--- src/rtl/acc_cpu_pkg.sv ---
// Shared opcode encodings and FSM state type for the accumulator core.
// Opcode sits in the top 3 bits of the instruction word.
package acc_cpu_pkg;

    localparam logic [2:0] OP_HLT = 3'd0;
    localparam logic [2:0] OP_SKZ = 3'd1;
    localparam logic [2:0] OP_ADD = 3'd2;
    localparam logic [2:0] OP_AND = 3'd3;
    localparam logic [2:0] OP_XOR = 3'd4;
    localparam logic [2:0] OP_LDA = 3'd5;
    localparam logic [2:0] OP_STO = 3'd6;
    localparam logic [2:0] OP_JMP = 3'd7;

    typedef enum logic [1:0] {
        ST_FETCH  = 2'd0,
        ST_DECODE = 2'd1,
        ST_EXEC   = 2'd2,
        ST_HALTED = 2'd3
    } state_t;

endpackage

--- src/rtl/acc_cpu_alu.sv ---
// Combinational ALU: result = f(opcode, acc, rdata); zero latency, no handshake.
// STO and non-ALU opcodes pass the accumulator through unchanged.
module acc_cpu_alu
    import acc_cpu_pkg::*;
#(
    parameter int DATA_W = 8
) (
    input  logic [2:0]        i_op,
    input  logic [DATA_W-1:0] i_acc,
    input  logic [DATA_W-1:0] i_rdata,
    output logic [DATA_W-1:0] o_result
);

    always_comb begin
        o_result = i_acc;
        case (i_op)
            OP_ADD:  o_result = i_acc + i_rdata;   // carry out dropped
            OP_AND:  o_result = i_acc & i_rdata;
            OP_XOR:  o_result = i_acc ^ i_rdata;
            OP_LDA:  o_result = i_rdata;
            default: o_result = i_acc;
        endcase
    end

endmodule

--- src/rtl/acc_cpu_core.sv ---
// Accumulator CPU tile: FETCH/DECODE/EXEC FSM, 3 cycles ALU/LDA/STO, 2 cycles SKZ/JMP at zero wait;
// memory stalls hold req/we/addr/wdata stable until ack. ACC_CPU_PERF_EN adds instr_cnt.
module acc_cpu_core
    import acc_cpu_pkg::*;
#(
    parameter int                DATA_W   = 8,
    parameter int                ADDR_W   = 5,
    parameter logic [ADDR_W-1:0] RESET_PC = '0
) (
    input  logic              clk,
    input  logic              rst,
    output logic              mem_req,
    output logic              mem_we,
    output logic [ADDR_W-1:0] mem_addr,
    output logic [DATA_W-1:0] mem_wdata,
    input  logic [DATA_W-1:0] mem_rdata,
    input  logic              mem_ack,
    output logic [DATA_W-1:0] acc_out,
    output logic [ADDR_W-1:0] pc_out,
    output logic              halted
`ifdef ACC_CPU_PERF_EN
   ,output logic [31:0]       instr_cnt
`endif
);

    localparam logic [ADDR_W-1:0] PC_INC = ADDR_W'(1);

    state_t            r_state;
    state_t            w_state_nxt;
    logic [ADDR_W-1:0] r_pc;
    logic [ADDR_W-1:0] w_pc_nxt;
    logic [DATA_W-1:0] r_ir;
    logic [DATA_W-1:0] w_ir_nxt;
    logic [DATA_W-1:0] r_acc;
    logic [DATA_W-1:0] w_acc_nxt;
    logic [DATA_W-1:0] w_alu_res;
    logic [2:0]        w_opcode;
    logic [ADDR_W-1:0] w_operand;
    logic              w_done;

    assign w_opcode  = r_ir[DATA_W-1 -: 3];
    assign w_operand = r_ir[ADDR_W-1:0];
    assign w_done    = mem_req & mem_ack;

    acc_cpu_alu #(
        .DATA_W (DATA_W)
    ) u_alu (
        .i_op     (w_opcode),
        .i_acc    (r_acc),
        .i_rdata  (mem_rdata),
        .o_result (w_alu_res)
    );

    always_ff @(posedge clk) begin
        if (rst) begin
            r_state <= ST_FETCH;
            r_pc    <= RESET_PC;
            r_ir    <= '0;
            r_acc   <= '0;
        end else begin
            r_state <= w_state_nxt;
            r_pc    <= w_pc_nxt;
            r_ir    <= w_ir_nxt;
            r_acc   <= w_acc_nxt;
        end
    end

    always_comb begin
        w_state_nxt = r_state;
        w_pc_nxt    = r_pc;
        w_ir_nxt    = r_ir;
        w_acc_nxt   = r_acc;
        case (r_state)
            ST_FETCH: begin
                if (w_done) begin
                    w_ir_nxt    = mem_rdata;
                    w_pc_nxt    = r_pc + PC_INC;
                    w_state_nxt = ST_DECODE;
                end
            end
            ST_DECODE: begin
                case (w_opcode)
                    OP_HLT: w_state_nxt = ST_HALTED;
                    OP_SKZ: begin
                        if (r_acc == '0) begin
                            w_pc_nxt = r_pc + PC_INC;
                        end
                        w_state_nxt = ST_FETCH;
                    end
                    OP_JMP: begin
                        w_pc_nxt    = w_operand;
                        w_state_nxt = ST_FETCH;
                    end
                    default: w_state_nxt = ST_EXEC;
                endcase
            end
            ST_EXEC: begin
                if (w_done) begin
                    w_acc_nxt   = w_alu_res;
                    w_state_nxt = ST_FETCH;
                end
            end
            default: w_state_nxt = ST_HALTED;
        endcase
    end

    // Reset drops any outstanding request immediately, not at the next edge.
    assign mem_req   = ~rst & ((r_state == ST_FETCH) | (r_state == ST_EXEC));
    assign mem_we    = (r_state == ST_EXEC) & (w_opcode == OP_STO);
    assign mem_addr  = (r_state == ST_EXEC) ? w_operand : r_pc;
    assign mem_wdata = r_acc;
    assign acc_out   = r_acc;
    assign pc_out    = r_pc;
    assign halted    = (r_state == ST_HALTED);

`ifdef ACC_CPU_PERF_EN
    logic        w_retire;
    logic [31:0] r_instr_cnt;

    assign w_retire = ((r_state == ST_DECODE) &
                       ((w_opcode == OP_HLT) | (w_opcode == OP_SKZ) | (w_opcode == OP_JMP))) |
                      ((r_state == ST_EXEC) & w_done);

    always_ff @(posedge clk) begin
        if (rst) begin
            r_instr_cnt <= '0;
        end else if (w_retire) begin
            r_instr_cnt <= r_instr_cnt + 32'd1;
        end
    end

    assign instr_cnt = r_instr_cnt;
`endif

endmodule

--- config.mk ---
export PLATFORM = sky130hd
export DESIGN_NAME = acc_cpu_core
export DESIGN_NICKNAME = d
export VERILOG_FILES = /design/src/rtl/acc_cpu_pkg.sv /design/src/rtl/acc_cpu_alu.sv /design/src/rtl/acc_cpu_core.sv
export SDC_FILE = /design/constraint.sdc
export NUM_CORES = 1
export LEC_CHECK = 0
export ABC_AREA = 1
export CAP_MARGIN = 10
export CORE_MARGIN = 1
export CORE_UTILIZATION = 44
export CTS_BUF_LIST = sky130_fd_sc_hd__clkbuf_8
export CTS_CLUSTER_SIZE = 28
export DETAILED_ROUTE_END_ITERATION = 12
export GPL_TIMING_DRIVEN = 0
export PLACE_DENSITY = 0.71
export SYNTH_ARGS = -nofsm -noshare
export SYNTH_HDL_FRONTEND = slang
export SYNTH_SLANG_ARGS = --single-unit
--- constraint.sdc ---
create_clock -name clk -period 4.6 [get_ports clk]
set_input_delay 1.15 -clock clk [delete_from_list [all_inputs] [get_ports clk]]
set_output_delay 1.15 -clock clk [all_outputs]
set_load 0.005 [all_outputs]
==> results.json <==
{
  "rr_worst_depth": 10,
  "layout_setup_ws_ps": 1190,
  "grt_max_degree": 14,
  "whs_path_depth": 2,
  "synthTopCellsByArea": "dfxtp_1 26%, nand2_1 18%, inv_1 9.3%, nand3_1 6.8%, ha_1 6.4%",
  "critPathArrivalTime_ps": 2260,
  "cts_htree_levels": 1,
  "utilization_pct": 60.1,
  "syn_avg_cell_area_um2": 6.02,
  "clock_latency_ps": 280,
  "path_clk_slew_ps": 90,
  "reg2reg_from": "acc_out[0]",
  "synth_warnings": 0,
  "ant_nets": 0,
  "leakagePower_nw": 1.12,
  "holdBufCountCts": 0,
  "io_buffer_count": 39,
  "startpoint_type": "input pin",
  "clk_path_buf_depth": 2,
  "tns_ps": 0,
  "diodes": 0,
  "ys_types": 26,
  "wl_per_cell_um": 11.4,
  "nNetsFinal": 359,
  "r2r_slack_ps": 2930,
  "place_hpwl_um": 3450,
  "crit_type": "in2out",
  "via_per_inst": 5.07,
  "maxSlewHeadroom_pct": 62.5,
  "powerDensity_nw_per_um2": 218,
  "wirelength_um": 4410,
  "gp_congestion": 0.897,
  "tightest_slew_ps": 562,
  "synth-main-ff-cell": "dfxtp_1",
  "post_cts_resized": 0,
  "yosys.area.top_type": "dfxtp_1",
  "top_level_ports": 40,
  "rsz0062_at_grt": "no",
  "worstHoldStart": "r_ir[0]",
  "chipWidth_um": 65.4,
  "first_pass_iters": 4,
  "slew_violations": 0,
  "cp_data_required_time_ps": 3450,
  "min_to": "r_ir[0]",
  "finalCritPeriodShare_pct": 74.1,
  "syn-num-nets": 315,
  "die_height_um": 65.4,
  "core_region_area_um2": 3770,
  "synth_async_sr_flop_share_pct": 0,
  "cp-end-kind": "output pin",
  "grt-ovfl-total": 0,
  "dieArea_um2": 4280,
  "post-place-ws_ps": 1200,
  "fmax_mhz": 293,
  "synth_most_common_cell": "nand2_1",
  "rows": 22,
  "syn_to_final_growth_pct": 28.1,
  "hold_violations": 0,
  "drc": 0,
  "antenna_found_initial": 0,
  "synth_top_cells_by_count": "86 x nand2_1, 44 x inv_1, 30 x nor2_1, 24 x nand3_1, 23 x dfxtp_1",
  "ys_ff_latch": 23,
  "cp_max_fo": 3,
  "reg2reg_to": "acc_out[4]",
  "cts_made_buffers": 3,
  "synth_seq_area_share_pct": 26.0,
  "cts_tree": "built",
  "layout-drive-gt1-share_pct": 6.23,
  "peakVddDrop_v": 0.000142,
  "drt_iter0_drc": 108,
  "grt_pass1_vias": 1672,
  "initial_core_util_pct": 46.9,
  "post-cts-setup-buffer-count": 0,
  "outcome": "complete, no violations",
  "finClkSkew_ps": 5.90,
  "cts_num_sinks": 23,
  "via_count": 1951,
  "netlist_area_um2": 1770,
  "cts_root_buffer": "clkbuf_8",
  "grt_usage_pct": 22.4,
  "grt_pass1_wl_um": 7440,
  "syn_inst": 294,
  "setup_viol": 0,
  "synth_top_area_share_pct": 26.0,
  "period_needed_ps": 3410,
  "hold_path_class": "reg2reg",
  "maxCapViolCount": 0,
  "synth_edf_count": 0
}
## routing by layer
metal	track usage, %	vias to the layer above	part of all wire (%)
li1	-	1012	-
met1	28.0	881	47
met2	38.8	50	47
met3	4.69	8	5.1
met4	5.43	0	1.2
met5	0	-	0
## registers in the layout, indices dropped and copies added (netlist names)
| signal | count |
|---|---|
| r_ir | 8 |
| pc_out | 5 |
| r_state | 2 |
| acc_out | 8 |
## worst max-delay path by stage
| stage | from | to | slack [ps] | depth (start not counted) |
|---|---|---|---|---|
| after floorplan | rst | mem_req | 2190 | 1 |
| after global placement | rst | mem_req | 1200 | 3 |
| after detailed placement | rst | mem_req | 1200 | 3 |
| after CTS | rst | mem_req | 1190 | 3 |
| after global routing | rst | mem_req | 1140 | 3 |
| final | rst | mem_req | 1190 | 3 |
## through the flow
step                total power [W]  instances  hold slack [ps]  area [um^2]
global route               0.000526        385              514         2270
floorplan                  0.000307        294              435         1770
CTS                        0.000494        385              475         2270
global placement           0.000360        381              455         2220
finish                     0.000495        385              472         2270
detailed placement         0.000362        381              462         2220
## layout make-up
class                           count  area [um^2]
Sequential cell                    23          460
Clock buffer                        3         41.3
Clock inverter                      1         5.00
Fill cell                         384         1500
Buffer                             13         87.6
Multi-Input combinational cell    212         1050
Timing Repair Buffer               39          390
Inverter                           46          173
Tap cell                           48         60.1
## layout by cell type, fill, tap and decap left out, types with 2 or more instances in the layout
master / count
a21oi_1: 20
buf_4: 8
clkbuf_1: 3
clkbuf_8: 3
clkdlybuf4s50_1: 39
dfxtp_1: 23
ha_1: 9
inv_1: 44
inv_2: 2
nand2_1: 86
nand3_1: 24
nand3_2: 2
nand4_1: 4
nor2_1: 30
o211ai_1: 5
o21ai_0: 20
xor2_1: 3
## kinds of logic after synthesis
kind of cell / share of synthesized area (%)
and+or+nand+nor: 36.1
adders and majority gates: 7.49
xor gates and xnor gates: 1.98
DFF: 26.0
buffers and inverters: 14.7
AOI/OAI and AO/OA: 13.7
## where the power goes
group	switching [W]	internal, W	leakage [nW]	total [W]
combinational	0.0000692	0.0000621	0.911	0.000131
clock	0.0000770	0.0000608	0.0255	0.000138
sequential	0.0000141	0.000212	0.188	0.000226
total	0.000160	0.000335	1.12	0.000495
## worst max-delay path, stage by stage
cell and delay (ps):
clkdlybuf4s50_1 460, nor2_2 140, clkdlybuf4s50_1 510
Note: power is estimated with default switching activity, not from simulation.
